===== src/rtl/program_loader_pkg.sv =====
// rtl/program_loader_pkg.sv - shared constants for the program loader
// Purpose: FSM state encoding, frame byte-order constants and the
//          instruction memory capacity derived from the address width.
// Ports:   none (package)
package program_loader_pkg;

  // FSM states, 4-bit encoding
  localparam logic [3:0] S_IDLE    = 4'd0;
  localparam logic [3:0] S_LEN_HI  = 4'd1;
  localparam logic [3:0] S_LEN_LO  = 4'd2;
  localparam logic [3:0] S_DATA_HI = 4'd3;
  localparam logic [3:0] S_DATA_LO = 4'd4;
  localparam logic [3:0] S_WRITE   = 4'd5;
  localparam logic [3:0] S_CHECK   = 4'd6;
  localparam logic [3:0] S_DONE    = 4'd7;
  localparam logic [3:0] S_ERR     = 4'd8;

  // Frame fields are big-endian: the first byte of a pair lands in bits 15:8
  localparam int HI_BYTE_LSB = 8;
  localparam int LO_BYTE_LSB = 0;

  localparam int ADDR_W_DEFAULT = 8;

  function automatic int max_words(input int addr_w);
    return 1 << addr_w;
  endfunction

  localparam int MAX_WORDS = max_words(ADDR_W_DEFAULT);

endpackage


===== src/rtl/program_loader.sv =====
// rtl/program_loader.sv - byte-stream program loader for instruction memory
// Purpose: assembles big-endian 16-bit words from a host byte stream, writes
//          them to instruction memory from address 0, holds the core in reset
//          while loading and releases it only after a matching checksum.
// Ports:
//   i_clk, i_reset       clock, synchronous active-high reset
//   i_start              single-cycle load request (ignored while busy)
//   i_in_data/i_in_valid host byte stream; o_in_ready accepts a byte
//   o_imem_wen/addr/wdata instruction memory write port
//   o_core_reset         high while the core must be held
//   o_busy/o_done/o_error load status
//   o_words_loaded       words written in the current or last load
// ADDR_W is supported up to 16 (the length field is 16 bits wide).
module program_loader
  import program_loader_pkg::*;
#(
  parameter int ADDR_W = ADDR_W_DEFAULT
) (
  input  logic              i_clk,
  input  logic              i_reset,
  input  logic              i_start,
  input  logic [7:0]        i_in_data,
  input  logic              i_in_valid,
  output logic              o_in_ready,
  output logic              o_imem_wen,
  output logic [ADDR_W-1:0] o_imem_addr,
  output logic [15:0]       o_imem_wdata,
  output logic              o_core_reset,
  output logic              o_busy,
  output logic              o_done,
  output logic              o_error,
  output logic [ADDR_W:0]   o_words_loaded
);

  localparam int CAP_WORDS = max_words(ADDR_W);

  logic [3:0]        r_state;
  logic [7:0]        r_len_hi;
  logic [15:0]       r_len;
  logic [7:0]        r_hi;
  logic [7:0]        r_acc;
  logic [ADDR_W:0]   r_index;
  logic              r_wen;
  logic [ADDR_W-1:0] r_addr;
  logic [15:0]       r_wdata;
  logic              r_busy;
  logic              r_done;
  logic              r_error;
  logic              r_core_reset;

  logic              w_accept;
  logic [15:0]       w_len;
  logic              w_len_bad;
  logic [15:0]       w_word;
  logic [ADDR_W:0]   w_index_next;
  logic              w_last;

  assign w_accept     = i_in_valid & o_in_ready;
  assign w_len        = (16'(r_len_hi) << HI_BYTE_LSB) | (16'(i_in_data) << LO_BYTE_LSB);
  assign w_len_bad    = (w_len == 16'd0) || (17'(w_len) > 17'(CAP_WORDS));
  assign w_word       = (16'(r_hi) << HI_BYTE_LSB) | (16'(i_in_data) << LO_BYTE_LSB);
  assign w_index_next = r_index + (ADDR_W+1)'(1);
  assign w_last       = (17'(w_index_next) == 17'(r_len));

  always_comb begin
    o_in_ready = 1'b0;
    case (r_state)
      S_LEN_HI, S_LEN_LO, S_DATA_HI, S_DATA_LO, S_CHECK: o_in_ready = 1'b1;
      default: o_in_ready = 1'b0;
    endcase
  end

  always_ff @(posedge i_clk) begin
    if (i_reset) begin
      r_state      <= S_IDLE;
      r_len_hi     <= '0;
      r_len        <= '0;
      r_hi         <= '0;
      r_acc        <= '0;
      r_index      <= '0;
      r_wen        <= 1'b0;
      r_addr       <= '0;
      r_wdata      <= '0;
      r_busy       <= 1'b0;
      r_done       <= 1'b0;
      r_error      <= 1'b0;
      r_core_reset <= 1'b1;
    end else begin
      r_wen <= 1'b0;
      case (r_state)
        S_IDLE, S_DONE, S_ERR: begin
          if (i_start) begin
            r_state      <= S_LEN_HI;
            r_busy       <= 1'b1;
            r_done       <= 1'b0;
            r_error      <= 1'b0;
            r_core_reset <= 1'b1;
            r_index      <= '0;
            r_acc        <= '0;
          end
        end
        S_LEN_HI: begin
          if (w_accept) begin
            r_len_hi <= i_in_data;
            r_state  <= S_LEN_LO;
          end
        end
        S_LEN_LO: begin
          if (w_accept) begin
            r_len <= w_len;
            if (w_len_bad) begin
              r_state <= S_ERR;
              r_busy  <= 1'b0;
              r_error <= 1'b1;
            end else begin
              r_state <= S_DATA_HI;
            end
          end
        end
        S_DATA_HI: begin
          if (w_accept) begin
            r_hi    <= i_in_data;
            r_acc   <= r_acc + i_in_data;
            r_state <= S_DATA_LO;
          end
        end
        S_DATA_LO: begin
          // Write port is registered here so the pulse is visible for
          // exactly the one WRITE cycle.
          if (w_accept) begin
            r_acc   <= r_acc + i_in_data;
            r_wen   <= 1'b1;
            r_addr  <= r_index[ADDR_W-1:0];
            r_wdata <= w_word;
            r_state <= S_WRITE;
          end
        end
        S_WRITE: begin
          r_index <= w_index_next;
          r_state <= w_last ? S_CHECK : S_DATA_HI;
        end
        S_CHECK: begin
          if (w_accept) begin
            r_busy <= 1'b0;
            if (i_in_data == r_acc) begin
              r_state      <= S_DONE;
              r_done       <= 1'b1;
              r_core_reset <= 1'b0;
            end else begin
              r_state <= S_ERR;
              r_error <= 1'b1;
            end
          end
        end
        default: r_state <= S_IDLE;
      endcase
    end
  end

  // Reset masks a pending write so the memory never samples one on the
  // reset edge.
  assign o_imem_wen     = r_wen & ~i_reset;
  assign o_imem_addr    = r_addr;
  assign o_imem_wdata   = r_wdata;
  assign o_core_reset   = r_core_reset;
  assign o_busy         = r_busy;
  assign o_done         = r_done;
  assign o_error        = r_error;
  assign o_words_loaded = r_index;

endmodule

===== config.mk =====
export PLATFORM = sky130hd
export DESIGN_NAME = program_loader
export DESIGN_NICKNAME = d
export VERILOG_FILES = /design/src/rtl/program_loader_pkg.sv /design/src/rtl/program_loader.sv
export SDC_FILE = /design/constraint.sdc
export NUM_CORES = 1
export LEC_CHECK = 0
export ABC_AREA = 0
export BUFFER_PORTS_ARGS = -buffer_cell sky130_fd_sc_hd__buf_2
export CAP_MARGIN = 20
export CELL_PAD_IN_SITES_DETAIL_PLACEMENT = 1
export CELL_PAD_IN_SITES_GLOBAL_PLACEMENT = 2
export CORE_MARGIN = 2
export CORE_UTILIZATION = 37
export CTS_CLUSTER_SIZE = 8
export DETAILED_ROUTE_END_ITERATION = 6
export PLACE_DENSITY_LB_ADDON = 0.2
export SETUP_SLACK_MARGIN = 0.2
export SLEW_MARGIN = 25
export SYNTH_ARGS = -nofsm -noshare
export SYNTH_HDL_FRONTEND = slang
export SYNTH_SLANG_ARGS = --single-unit

===== constraint.sdc =====
create_clock -name i_clk -period 3.3 [get_ports i_clk]
set_clock_uncertainty 0.1 [all_clocks]
set_input_delay 0.66 -clock i_clk [delete_from_list [all_inputs] [get_ports i_clk]]
set_output_delay 0.66 -clock i_clk [all_outputs]
set_load 0.02 [all_outputs]

* Word level (Yosys, flattened, before mapping)
Index checks and enable logic that the tools add are counted.
Storage, ports and cells: bits in registers 82, bits in latches 0, bits in writable memories 0, ROM bits 0, bits of input ports 12, output and inout bits 39, memories 0
Operators by class: add/sub/neg operators 2, $mul 0, divide/modulo/power cells 0, $lt $le $gt $ge 1, equality and inequality tests 20, shift operators 0, multiplexer cells 34, bitwise operators 6, reductions and logical operators 21
Operator list (count):
- $mux 4 | 8
- $or 16x8->16 | 2
- $pmux 4 s7 | 1
- $ne 2x2->1 const B | 9
- $pmux 9 s2 | 1
- $eq 4x3->1 const B | 4
- $eq 9x16->1 | 1
- $gt 16x9->1 const B | 1
- $logic_not 16->1 | 1
- $mux 8 | 2
- $pmux 8 s2 | 1
- $mux 1 | 15
- $reduce_and 6->1 | 2
- $reduce_and 2->1 | 5
- $add 9x1->9 const B | 1
- $mux 9 | 1
- $add 8x8->8 | 1
- $eq 4x2->1 const B | 2
- $eq 8x8->1 | 1
- $pmux 1 s3 | 2
- $reduce_bool 2->1 | 3
- $reduce_and 5->1 | 1
- $reduce_or 5->1 | 1
- $eq 4x1->1 const B | 1
- 13 further kinds | 17

* Longest topological paths before layout
Gate-level depths: netlist of run 1.
word-level depth 6, mapped depth 8, depth with buffers taken out 8

* Worst setup path before layout of run 1
OpenSTA, ideal clock, no wires.
path type in2reg, from in i_in_data[0], to reg r_acc[6], setup time 122 ps, arrival 2149 ps, required time 3078 ps, path slack 929 ps, cell stages on the path 8, cells stage by stage ha_1 -> fa_1 -> a21o_1 -> a21oi_1 -> o21bai_1 -> a21oi_1 -> nor4_1 -> a311o_1
Between the ends: word-level cells in the longest chain between the ends 3
Ends and longest elaborated chain:
- start, declared | RTL line program_loader.sv:22 | input logic [7:0] i_in_data,
- $add 8x8->8 | RTL line program_loader.sv:123, program_loader.sv:131
- $mux 8 | RTL line program_loader.sv:121, program_loader.sv:130
- $pmux 8 s2 | RTL line program_loader.sv:90 | case (r_state)
- end signal, assigned | RTL line program_loader.sv:123 | r_acc <= r_acc + i_in_data;
- end signal, assigned | RTL line program_loader.sv:131 | r_acc <= r_acc + i_in_data;
- end, declared | RTL line program_loader.sv:41 | logic [7:0] r_acc;
Every way passes these cells. The select of a mux whose other input is x is not followed. A chain may end at the register's enable or synchronous reset.

* Worst setup path after layout of run 1
from reg r_index[0] (netlist: o_words_loaded[0]), to reg r_state[2]
Between the ends: word-level cells in the longest chain between the ends 4
Ends and longest elaborated chain:
- start, declared | RTL line program_loader.sv:42 | logic [ADDR_W:0] r_index;
- start signal, assigned | RTL line program_loader.sv:139 | r_index <= w_index_next;
- $add 9x1->9 | RTL line program_loader.sv:62 | assign w_index_next = r_index + (ADDR_W+1)'(1);
- $eq 9x16->1 | RTL line program_loader.sv:63 | assign w_last = (17'(w_index_next) == 17'(r_len));
- $mux 3 | RTL line program_loader.sv:140 | r_state <= w_last ? S_CHECK : S_DATA_HI;
- $pmux 4 s7 | RTL line program_loader.sv:90
- end signal, assigned | RTL line program_loader.sv:140
- end, declared | RTL line program_loader.sv:37 | logic [3:0] r_state;
Every way passes these cells.

==> run summary, run 1 <==
The ratio of routed vias to standard cells came out at 5.260. The number of endpoints with negative hold slack in the final report was 0; the maximum fanout count along the critical path was 11. Timing would allow up to 0.4150 GHz. The tool flagged a number of max-cap violations equal to 0.

The level count of the clock H-tree is 3, and the count of inserted antenna diode cells is 0. The die area is 11,330 sq um. For the count of synthesis-stage warnings from yosys, the log shows 0.

Net switching is 32.76% of the power. The final route contains 3,435 vias. The number of buffer cells added on primary ports is 50, and the tightest hold margin is 355.8 ps.

The mean instance size in the synthesized netlist came out at 8.191 sq um. The routed length per placed instance is 16.59 microns, and the wire length of the first global-routing pass is 17.99 mm. For the number of global-route vias before repair, the log shows 3,434.

The number of buffers inserted during clock tree synthesis was 9; the sequential power share was 44.1%. Summing all non-filler instances in the final layout gives an area of 4443 sq um. TritonCTS built the clock tree. Hold-fix buffer count after cts: 0. 51 I/O pins were placed. For this design the total switching power over the nets is 0.8422 mW. The logs give 0 for the initial antenna violation count and 637 for the number of instances in the placed design. The pin slew with the least headroom to its limit works out to 760.7 ps. The net count of the finished layout is 533. The detailed-placement wirelength estimate is 7.620 mm, and the cell area after synthesis is 3882 sq um. The tightest slew margin relative to the limit is 49.26%. The element type at the critical path end was a flop.

The path class of the tightest hold or removal check is reg -> reg. The number of design-rule violations left by the first detailed-router iteration is 149, and the count of nets left with antenna violations after detail routing is 0. Sequential elements use 42.28% of the synthesized area. Data arrives at the worst endpoint at 2600 ps. In the synthesized netlist the async set-or-reset flop fraction comes to 0%.

The clock reaches the later pin of the worst-skew pair after 360 ps. The clock network accounts for 33.4% of the total power. Counting every instance in the synthesized netlist gives 474. The die is 106.4 microns tall. STA classifies the critical path startpoint as a flop. Fill cells in the final layout number 1,268. The ratio of cells with drive above 1 in the final layout was 16.83%; the width of the die was 106.4 microns. Among all flip-flop cells after synthesis, the most frequent one is dfxtp_1. The run finished with clean final reports.

The starting utilization of the core area was 37.78%; the reg-to-reg setup timing slack was 890 ps. The logs give 20.23% for the global-route usage over all layers and 0.2471 mV for the largest voltage drop on the vdd net. The logs give 37 for the number of cell rows and 10.83 mm for the total detailed-routing wirelength.

The count of unresolved DRC violations after routing was 0. The number of enable-type register cells in the synthesized netlist came out at 0. Internal power comes to 1.728 mW.

For this design the static power due to leakage is 1.850 nW. The total number of clock tree sinks is 82. The run gives 2 as the clock tree buffer depth.

Dividing total power by cell area gives a power density of 578.5 nW/um^2. The tools report the final number of setup-violating endpoints as 0. Setup repair after global routing left no endpoint under its margin. The total iterations of the first detailed-routing run was 4; the clock transition time at the flip-flop clock pins of the worst setup and hold paths was 90 ps. The tools report the final cell count without fillers as 653. Post-CTS timing repair inserted 0 buffers for setup.

Synthesis instantiated 58 different standard cells from the library. Final-report max-slew violation count: 0. The final critical path takes up 73.02% of the cycle.

Combinational cells account for 22.5% of the total power. After routing, the total negative slack on setup checks comes to 0 ps. Type of the worst setup path: reg -> reg. After clock tree synthesis, the repair step resized 0 gates. At the end of routability-driven placement, the weighted congestion stood at 0.8520. The data required time of the worst path is 3490 ps, and the growth of design area from synthesis to finish is 14.44%. The placed cell area was 4209 sq um; the final period demand of the worst path was 2410 ps. Entering global routing, the biggest net connects 45 pins. When the netlist entered floorplanning its net count stood at 495.

The post-synthesis register bit count is 82. The cell sitting at the root of the clock tree is a clkbuf_8. For the core footprint, the log shows 10,280 sq um.

Global routing finished with a remaining overflow of 0.
## area by class of cell
type / instances / area [sq um] / share of cell area [%]
multi-input cells: 356 / 2072 / 46.63
flip-flops and latches: 82 / 1642 / 36.95
repair buffers: 57 / 302.8 / 6.815
well taps: 136 / 170.2 / 3.830
clock buffers: 10 / 137.6 / 3.098
clock inverters: 6 / 96.34 / 2.168
inverters: 6 / 22.52 / 0.5069
## worst paths after layout
path | startpoint | to | depth (start not counted)
max | o_words_loaded[0]$_SDFFE_PP0P_ | r_state[2]$_SDFFE_PP0P_ | 8
min | o_imem_wdata[12]$_SDFFE_PP0P_ | o_imem_wdata[12]$_SDFFE_PP0P_ | 2
max reg2reg | o_words_loaded[0]$_SDFFE_PP0P_ | r_state[2]$_SDFFE_PP0P_ | 8
min reg2reg | o_imem_wdata[12]$_SDFFE_PP0P_ | o_imem_wdata[12]$_SDFFE_PP0P_ | 2
## synthesized netlist by cell type, types with 4 or more instances
| library cell | count | share of area, % |
|---|---|---|
| mux2i_1 | 16 | 4.1 |
| nor2_1 | 45 | 4.4 |
| xor2_1 | 7 | 1.6 |
| clkbuf_1 | 17 | 1.6 |
| nand3_1 | 13 | 1.7 |
| nand2_1 | 88 | 8.5 |
| nand3b_1 | 4 | 0.77 |
| inv_1 | 6 | 0.58 |
| or3_1 | 6 | 0.97 |
| o21ai_0 | 11 | 1.4 |
| a21oi_1 | 62 | 8.0 |
| dfxtp_1 | 82 | 42 |
| buf_2 | 9 | 1.2 |
| ha_1 | 8 | 2.6 |
| a22oi_1 | 8 | 1.5 |
| nor2b_1 | 6 | 0.97 |
| nor4_1 | 5 | 0.81 |
| a21o_1 | 7 | 1.4 |
| nor3_1 | 8 | 1.0 |
| xnor2_1 | 11 | 2.5 |
## worst max-delay path, stage by stage, from the launching register on
cell	delay, ps
dfxtp_1	540
ha_1	210
buf_4	180
nand3_1	160
nor2_1	270
xnor2_1	150
o2111ai_1	150
or3_1	400
a41oi_2	180
## kinds of logic after synthesis
logic type	Yosys count	synth area share (%)
DFF	82	42.28
and+or+nand+nor	204	25.07
buffers and inverters	36	4.350
xor gates and xnor gates	19	4.480
AOI/OAI and AO/OA	108	16.60
muxes	16	4.125
adders and majority gates	9	3.094
## power by group through the flow
stage	sequential, mW	clock, mW	combinational, mW
3_3_place_gp	1.15	0	0.574
6_report	1.13	0.859	0.578
4_1_cts	1.13	0.887	0.584
2_1_floorplan	1.14	0	0.441
3_5_place_dp	1.16	0	0.581
5_1_grt	1.15	0.936	0.643
## sequential cells by signal (all words and copies together), names as in the netlist
name            count
o_busy              1
o_imem_addr         8
r_acc               8
r_len              16
r_hi                8
o_words_loaded      9
r_len_hi            8
o_done              1
r_state             4
o_error             1
r_wen               1
o_core_reset        1
o_imem_wdata       16
## per-layer routing
layer / track usage, % / wire, microns / vias up
met5: 0 / 0 / -
met1: 26.17 / 5138 / 1665
met2: 34.39 / 5258 / 47
met3: 4.108 / 319 / 9
met4: 5.380 / 117 / 0
li1: - / - / 1714
## metrics by stage
step                utilization (%)  power, mW  setup slack (ps)
finish                        43.23      2.570             890.5
global route                  43.23      2.727             693.3
CTS                           43.23      2.606             881.0
detailed placement            40.95      1.738             582.7
global placement              40.95      1.728             661.6
floorplan                         -      1.580             928.8
## cell usage in the layout (no fill, tap or decap), types with 10 or more instances in the layout
cell type,count
dfxtp_1,82
nand2_1,88
a21oi_1,62
nand3_1,13
buf_2,50
xnor2_1,11
mux2i_1,16
clkbuf_8,10
nor2_1,45
o21ai_0,11
Power figures use the tool's default switching activity.
==> run 2: changes to the inputs <==
--- a/config.mk
+++ b/config.mk
@@ -5,13 +5,13 @@
 export SDC_FILE = /design/constraint.sdc
 export NUM_CORES = 1
 export LEC_CHECK = 0
-export ABC_AREA = 0
+export ABC_AREA = 1
 export BUFFER_PORTS_ARGS = -buffer_cell sky130_fd_sc_hd__buf_2
 export CAP_MARGIN = 20
 export CELL_PAD_IN_SITES_DETAIL_PLACEMENT = 1
 export CELL_PAD_IN_SITES_GLOBAL_PLACEMENT = 2
 export CORE_MARGIN = 2
-export CORE_UTILIZATION = 37
+export CORE_UTILIZATION = 32
 export CTS_CLUSTER_SIZE = 8
 export DETAILED_ROUTE_END_ITERATION = 6
 export PLACE_DENSITY_LB_ADDON = 0.2
==> constraint.sdc (replaced) <==
create_clock -name i_clk -period 2.3 [get_ports i_clk]
set_clock_uncertainty 0.1 [all_clocks]
set_input_delay 0.46 -clock i_clk [delete_from_list [all_inputs] [get_ports i_clk]]
set_output_delay 0.46 -clock i_clk [all_outputs]
set_load 0.02 [all_outputs]
==> run summary, run 2 <==
The floorplan has 40 rows. TritonCTS built the clock tree. The netlist uses 34 different library cells. The classification of the worst-slack hold path was reg -> reg.

Of all flip-flops after synthesis, the portion carrying an async set or reset was 0%. The core region is 12,010 sq um. The root buffer cell chosen for the clock tree is clkbuf_16. Global routing used 18.37% of the available tracks. The type of the worst setup path was reg -> out.

The run gives 3,803 as the number of global-route vias before repair. The number of design-rule violations left by the first detailed-router iteration came out at 205. The number of clock buffers added by TritonCTS is 9. In this run the deepest clock path goes through 2 buffers.

Entering global routing, the biggest net connects 38 pins. Ranked by total cell area, the synthesized netlist is headed by dfxtp_1 (42%), nand2_1 (12%), a21oi_1 (11%). The number of enable-type register cells in the synthesized netlist was 0.

At the end of routability-driven placement, the weighted congestion stood at 0.8207. The worst path in the final design needs a cycle of 1987 ps, including I/O delays and setup. The logs give 51 for the count of boundary I/O pins and 553 for the number of instances in the synthesized netlist. After clock tree synthesis, the setup repair step added 0 buffers. The depth of the worst register-to-register path was 12. The filler cells instantiated in the layout total 1,549. The average instance in the mapped netlist occupies 7.109 sq um. In this run the vertical extent of the chip is 114.8 microns. For this run, the number of Yosys warnings is 0. The logs give 2.689 mW for the cell-internal power and 350 ps for the clock latency reported for the late side of the worst-skew pair. The sequential element share of the synthesized area is 41.76%.

The worst register-to-register path begins at r_acc[0]$_SDFFE_PP0P_. In this run the worst path has a maximum fanout of 5. The tools report the sequential power share as 38.6%.

The clock transition time at the flip-flop clock pins of the worst setup and hold paths works out to 70 ps. The run gives 1.964 nW as the total leakage power. The detailed-placement wirelength estimate was 8.372 mm; the tightest hold margin was 349.4 ps. The worst hold path passes through 2 cells. The worst-case IR drop observed on VDD is 0.3214 mV. Of the total power, the share spent switching nets is 36.10%. Input and output buffers added on the ports amount to 50. For the initial antenna violation count, the log shows 0.

The count of nets left with antenna violations after detail routing came out at 0. The top cell types in the final layout, fill and taps aside, are nand2_1 (127), a21oi_1 (82), dfxtp_1 (79). The routed length per placed instance works out to 15.16 microns. For this design the total switching power over the nets is 1.519 mW. At the pin with the least slew margin, the transition time is 655.2 ps.

The most used flip-flop cell after synthesis is dfxtp_1. The logs give 0 for the leftover overflow at the end of global routing and 574 for the number of nets in the synthesized netlist. The startpoint type of the worst setup path is a flop. The total iterations of the first detailed-routing run is 4.

The flow ran to the end, and the final reports show no timing, DRC or antenna violations. The floorplan step set the die width to 114.8 microns. The area growth from synthesis to layout is 21.29%.

The library cell used most frequently in the layout, excluding fill and tap cells, is nand2_1. The logs give 0 for the final number of setup-violating endpoints and 0 for the number of endpoints with negative hold slack in the final report. The power density relative to cell area is 882.4 nW/um^2, and the relative contribution of the clock network to total power is 34.0%.

For the arrival time at the worst endpoint, the log shows 1430 ps. Dominant cell type by area after synthesis: dfxtp_1. Number of maximum-capacitance violations: 0. Setup repair after global routing could not meet its margin everywhere.

In this run, the combinational gates consume 27.4% of the power. The wire length of the first global-routing pass came out at 19.03 mm. The share of Yosys cell area claimed by the top area cell type is 41.76%. Using the TritonRoute via totals, the vias-per-cell ratio works out to 4.974. The die area was 13,190 sq um.

The tools report the total detailed-routing wirelength as 11.58 mm. 0 antenna diodes ended up in the layout. The overall via count from detail_route was 3,800.

The worst register-to-register path ends at r_acc[6]$_SDFFE_PP0P_. The worst register-to-register path has a setup slack of 350 ps. Based on the critical path, the design can be clocked at up to 0.5034 GHz. Of the available clock period, the critical path in the final layout requires 86.37%.

The tightest slew margin relative to the limit was 56.27%. The worst hold path begins at o_done$_SDFFE_PP0P_. In this run, synthesis produced a sequential element count of 82. For this design, the CTS-stage hold fixing added 0 buffers.

The utilization after layout is 39.70%. The setup TNS is 0 ps. At the worst endpoint, the required time is 1740 ps.

At the end of the flow, the number of nets in the layout was 633. Final-report max-slew violation count: 0. The run gives 3 as the level count of the clock H-tree.

The most common cell in the synthesized netlist is nand2_1. The starting utilization of the core area came out at 32.73%. By count the netlist is led by nand2_1 (130), a21oi_1 (84), dfxtp_1 (82). In the routed design, unresolved DRC markers number 0.

Terminating pin of the worst hold path: o_done$_SDFFE_PP0P_. The mapped netlist covers 3931 sq um. In the final layout, the share of cells above drive strength 1 is 22.20%.

STA classifies the critical path endpoint as an output port. The total number of clock tree sinks came out at 82.
run 2: changes by cell type in the layout (fill, tap and decap cells not counted), sizes merged, moves of 7 or more:
cell / change
nor4: -7
xnor2: -11
inv: +54
a21oi: +25
mux2i: -16
buf: +13
nand2: +49
nor2: -12
a22oi: -8
nand3: +51
o21ai: +15
a21o: -7
run 2: critical path, stage by stage, from the launching register on:
cell	delay [ps]
dfxtp_1	440
inv_1	100
nor2_1	120
nand2_2	130
nand3_4	120
buf_2	170
run 2: cells by family (layout without fill, tap and decap cells):
| logic type | after synthesis | after routing | share of synthesized area, % |
|---|---|---|---|
| AOI/OAI and AO/OA | 118 | 118 | 16.01 |
| buffers and inverters | 83 | 147 | 8.084 |
| and+or+nand+nor | 256 | 256 | 29.98 |
| xor gates and xnor gates | 5 | 5 | 1.114 |
| adders and majority gates | 9 | 9 | 3.056 |
| DFF | 82 | 82 | 41.76 |
run 2: how the worst max path moves through the flow:
stage / cells past startpoint / to / startpoint / slack [ps]
2_1_floorplan: 12 / r_acc[6]$_SDFFE_PP0P_ / i_in_data[0] / 200
3_3_place_gp: 13 / r_acc[6]$_SDFFE_PP0P_ / i_in_data[0] / -60
3_5_place_dp: 13 / r_acc[6]$_SDFFE_PP0P_ / i_in_data[0] / -100
4_1_cts: 11 / o_words_loaded[5]$_SDFFE_PP0P_ / r_state[2]$_SDFFE_PP0P_ / 220
5_1_grt: 12 / r_acc[6]$_SDFFE_PP0P_ / r_acc[0]$_SDFFE_PP0P_ / 140
6_report: 5 / o_in_ready / r_state[0]$_SDFFE_PP0P_ / 310
run 2: final cells by class:
| type | count | area, sq um | area share, % |
|---|---|---|---|
| clock buffers | 10 | 239.0 | 5.012 |
| clock inverters | 6 | 48.80 | 1.023 |
| inverters | 61 | 235.2 | 4.933 |
| multi-input cells | 388 | 2016 | 42.27 |
| flip-flops and latches | 82 | 1645 | 34.51 |
| well taps | 147 | 183.9 | 3.857 |
| repair buffers | 70 | 400.4 | 8.397 |
run 2: repair_timing:
action	CTS	global route
endpoints found under the setup margin	2	14
pin swaps	0	4
gates resized for setup	2	17
run 2: metal layers:
layer / up-vias / track usage [%] / wire [microns]
met5: - / 0 / 0
met1: 1809 / 24.06 / 5523
met2: 41 / 31.02 / 5696
met3: 13 / 3.005 / 213
li1: 1937 / - / -
met4: 0 / 5.783 / 146
run 2: metrics by stage:
| step | worst slack (ps) | power (mW) | cell area (sq um) | instances |
|---|---|---|---|---|
| after CTS | 224.3 | 4.243 | 4720 | 764 |
| after global routing | 135.8 | 4.457 | 4768 | 764 |
| after detailed placement | -98.08 | 2.806 | 4429 | 748 |
| after global placement | -59.47 | 2.778 | 4429 | 748 |
| after floorplan | 202.9 | 2.465 | 3931 | 553 |
| final | 313.5 | 4.208 | 4768 | 764 |
run 2: power groups by stage:
stage | clock network [mW] | registers (mW) | logic, mW
floorplan | 0 | 1.67 | 0.792
global placement | 0 | 1.65 | 1.13
detailed placement | 0 | 1.65 | 1.15
CTS | 1.46 | 1.62 | 1.16
global route | 1.53 | 1.64 | 1.29
finish | 1.43 | 1.63 | 1.15
==> run 3: changes to the inputs <==
--- a/config.mk
+++ b/config.mk
@@ -7,9 +7,9 @@
 export LEC_CHECK = 0
 export ABC_AREA = 1
 export BUFFER_PORTS_ARGS = -buffer_cell sky130_fd_sc_hd__buf_2
-export CAP_MARGIN = 20
 export CELL_PAD_IN_SITES_DETAIL_PLACEMENT = 1
 export CELL_PAD_IN_SITES_GLOBAL_PLACEMENT = 2
+export CORE_ASPECT_RATIO = 1.2
 export CORE_MARGIN = 2
 export CORE_UTILIZATION = 32
 export CTS_CLUSTER_SIZE = 8
==> run summary, run 3 (synthesis results as in run 2) <==
The launch point of the critical path was r_state[2]$_SDFFE_PP0P_. The run finished with clean final reports. For the starting utilization of the core area, the log shows 32.61%. The layer flagged by global routing as most heavily used is met2. The largest voltage drop on the vdd net is 0.4744 mV. Global routing consumed, on the met2 layer, 33.59% of the routing resources. The number of buffer cells added on primary ports was 50; the arrival time at the worst endpoint was 1450 ps. The overall via count from detail_route is 3,818, and the number of buffers inserted during clock tree synthesis is 9. The final number of setup-violating endpoints was 0; the initial antenna violation count was 0. The ratio of cells with drive above 1 in the final layout came out at 21.65%. Headroom to the max-slew limit came out at 56.37%. Combinational group share of total power: 26.1%.

The count of inserted antenna diode cells is 0. Die boundary height: 125.4 microns. The tools report the count of unresolved DRC violations after routing as 0. The most common cell after layout, fill and taps aside is nand2_1. The width of the die is 105.2 microns, and the wire length of the first global-routing pass is 19.38 mm. The count of boundary I/O pins was 51. The logs give 1.455 mW for the net switching component of the power and 4 for the total iterations of the first detailed-routing run. The number of global-route vias before repair is 3,936, and the fraction of power spent switching nets is 33.39%. The number of design-rule violations left by the first detailed-router iteration is 132, and the final period demand of the worst path is 2007 ps. STA classifies the critical path startpoint as a flop. The clock tree buffer depth is 2. The launching point of the worst reg2reg path is r_acc[0]$_SDFFE_PP0P_. Counting every sink on the clock net gives 82.

The filler cells instantiated in the layout total 1,546. Post-route standard cell area excluding fillers: 4825 sq um. The tools report the number of endpoints with negative hold slack in the final report as 0. Leaving out fill and tap cells, the most frequent cells in the layout are nand2_1 (128), a21oi_1 (83), dfxtp_1 (79). The core footprint was 12,060 sq um.

Internal power comes to 2.904 mW. Cells fill 40.02% of the core in the end. The power density relative to cell area is 903.5 nW/um^2, and the number of maximum-capacitance violations is 0.

For the pin with the worst max-slew slack, the measured transition is 653.7 ps. CTS placed an instance of clkbuf_16 at the clock tree root. The floorplan step defined a die boundary enclosing 13,190 sq um. Timing would allow up to 0.4982 GHz. Number of cell rows: 44. Setup repair after global routing could not meet its margin everywhere.

The overall power came out at 4.359 mW. For met1 alone, demand over resource in global routing was 21.66%. Global routing consumed, on the met3 layer, 1.929% of the routing resources. The number of placed instances, taps included, is 764. TritonCTS built the clock tree. The share of the clock period used by the worst path was 87.27%; the count of nets left with antenna violations after detail routing was 0.

The H-tree was split into 3 levels. At the worst endpoint, the required time is 1740 ps. The run gives 37.2% as the sequential power share. The clock transition time at the flip-flop clock pins of the worst setup and hold paths is 60 ps.

Summed over all cells, the static leakage comes to 1.997 nW. For the global-route usage over all layers, the log shows 18.28%. Per report_power, the clock group accounts for 36.7% of the total. The later pin in the worst-skew pair is clocked with a latency of 340 ps. By startpoint and endpoint, the worst setup path is classified as reg -> out. Entering global routing, the biggest net connects 42 pins.

For this design, the CTS-stage hold fixing added 0 buffers. At the end of the flow, the number of nets in the layout was 635. The routed length per placed instance is 14.75 microns.

The wire-length estimate of the detail-placed layout is 8.477 mm. From synthesis to final layout, the design area changed by 22.72%. The tightest min-delay check is of the in -> reg type. The maximum fanout count along the critical path came out at 4. The congestion estimate from routability-driven global placement came to 0.8217. The placed instances occupy a cell area of 4462 sq um. The final cell count without fillers came out at 780.

The worst setup path is captured at an output port. The total detailed-routing wirelength was 11.50 mm; the leftover overflow at the end of global routing was 0. Final-report max-slew violation count: 0.

Dividing the detail-routed via count by the number of cells gives 4.895. The start point of the worst hold path was i_start.
==> run 3: cell count changes in the layout (fill, tap and decap cells not counted), sizes merged <==
cell | previous run | this run
bufinv | 0 | 2
clkinvlp | 1 | 0
buf | 70 | 72
clkinv | 4 | 2
clkbuf | 10 | 11
==> run 3: through the flow <==
step	TNS (ps)	setup WS (ps)	hold WS [ps]
finish	0	292.7	333.2
global route	0	165.9	328.5
CTS	0	215.9	360.4
detailed placement	-147.5	-147.5	345.3
global placement	-59.55	-59.55	336.6
floorplan	0	202.9	329.0
==> run 3: critical path, stage by stage (launching register included) <==
cell and delay (ps):
dfxtp_1 420, inv_2 90, nor2_2 90, inv_2 80, nor2_8 130, inv_4 60
nand3_4 70, buf_2 170
==> run 3: what timing repair did <==
item | 4_1_cts | 5_1_grt
resized for setup | 1 | 15
buffers inserted | 0 | 0
pin swaps | 0 | 1
setup endpoints to repair | 1 | 12
==> run 3: final cells by class <==
type / instances / area [sq um] / area share [%]
Multi-Input combinational cell: 388 / 2002 / 41.49
Sequential cell: 82 / 1645 / 34.10
Timing Repair Buffer: 72 / 415.4 / 8.610
Clock buffer: 11 / 242.7 / 5.031
Inverter: 61 / 231.5 / 4.798
Tap cell: 161 / 201.4 / 4.175
Clock inverter: 5 / 86.33 / 1.789
==> run 3: worst paths after layout <==
check                               to  slack, ps  depth (start not counted)
max                         o_in_ready        290                          7
min          o_core_reset$_SDFFE_PP1P_        330                          3
max reg2reg      r_acc[6]$_SDFFE_PP0P_        320                         12
min reg2reg  o_core_reset$_SDFFE_PP1P_        350                          2
==> run 3: layer usage <==
layer / vias to the layer above / share of wire (%)
li1: 1931 / -
met1: 1838 / 44
met2: 37 / 53
met3: 12 / 1.5
met4: 0 / 1.6
met5: - / 0
==> run 3: power by group through the flow <==
stage          clock network (mW)  registers, mW  logic [mW]
6_report                     1.60           1.62        1.14
5_1_grt                      1.71           1.64        1.30
4_1_cts                      1.63           1.62        1.15
3_3_place_gp                    0           1.65        1.13
2_1_floorplan                   0           1.67       0.792
3_5_place_dp                    0           1.65        1.14
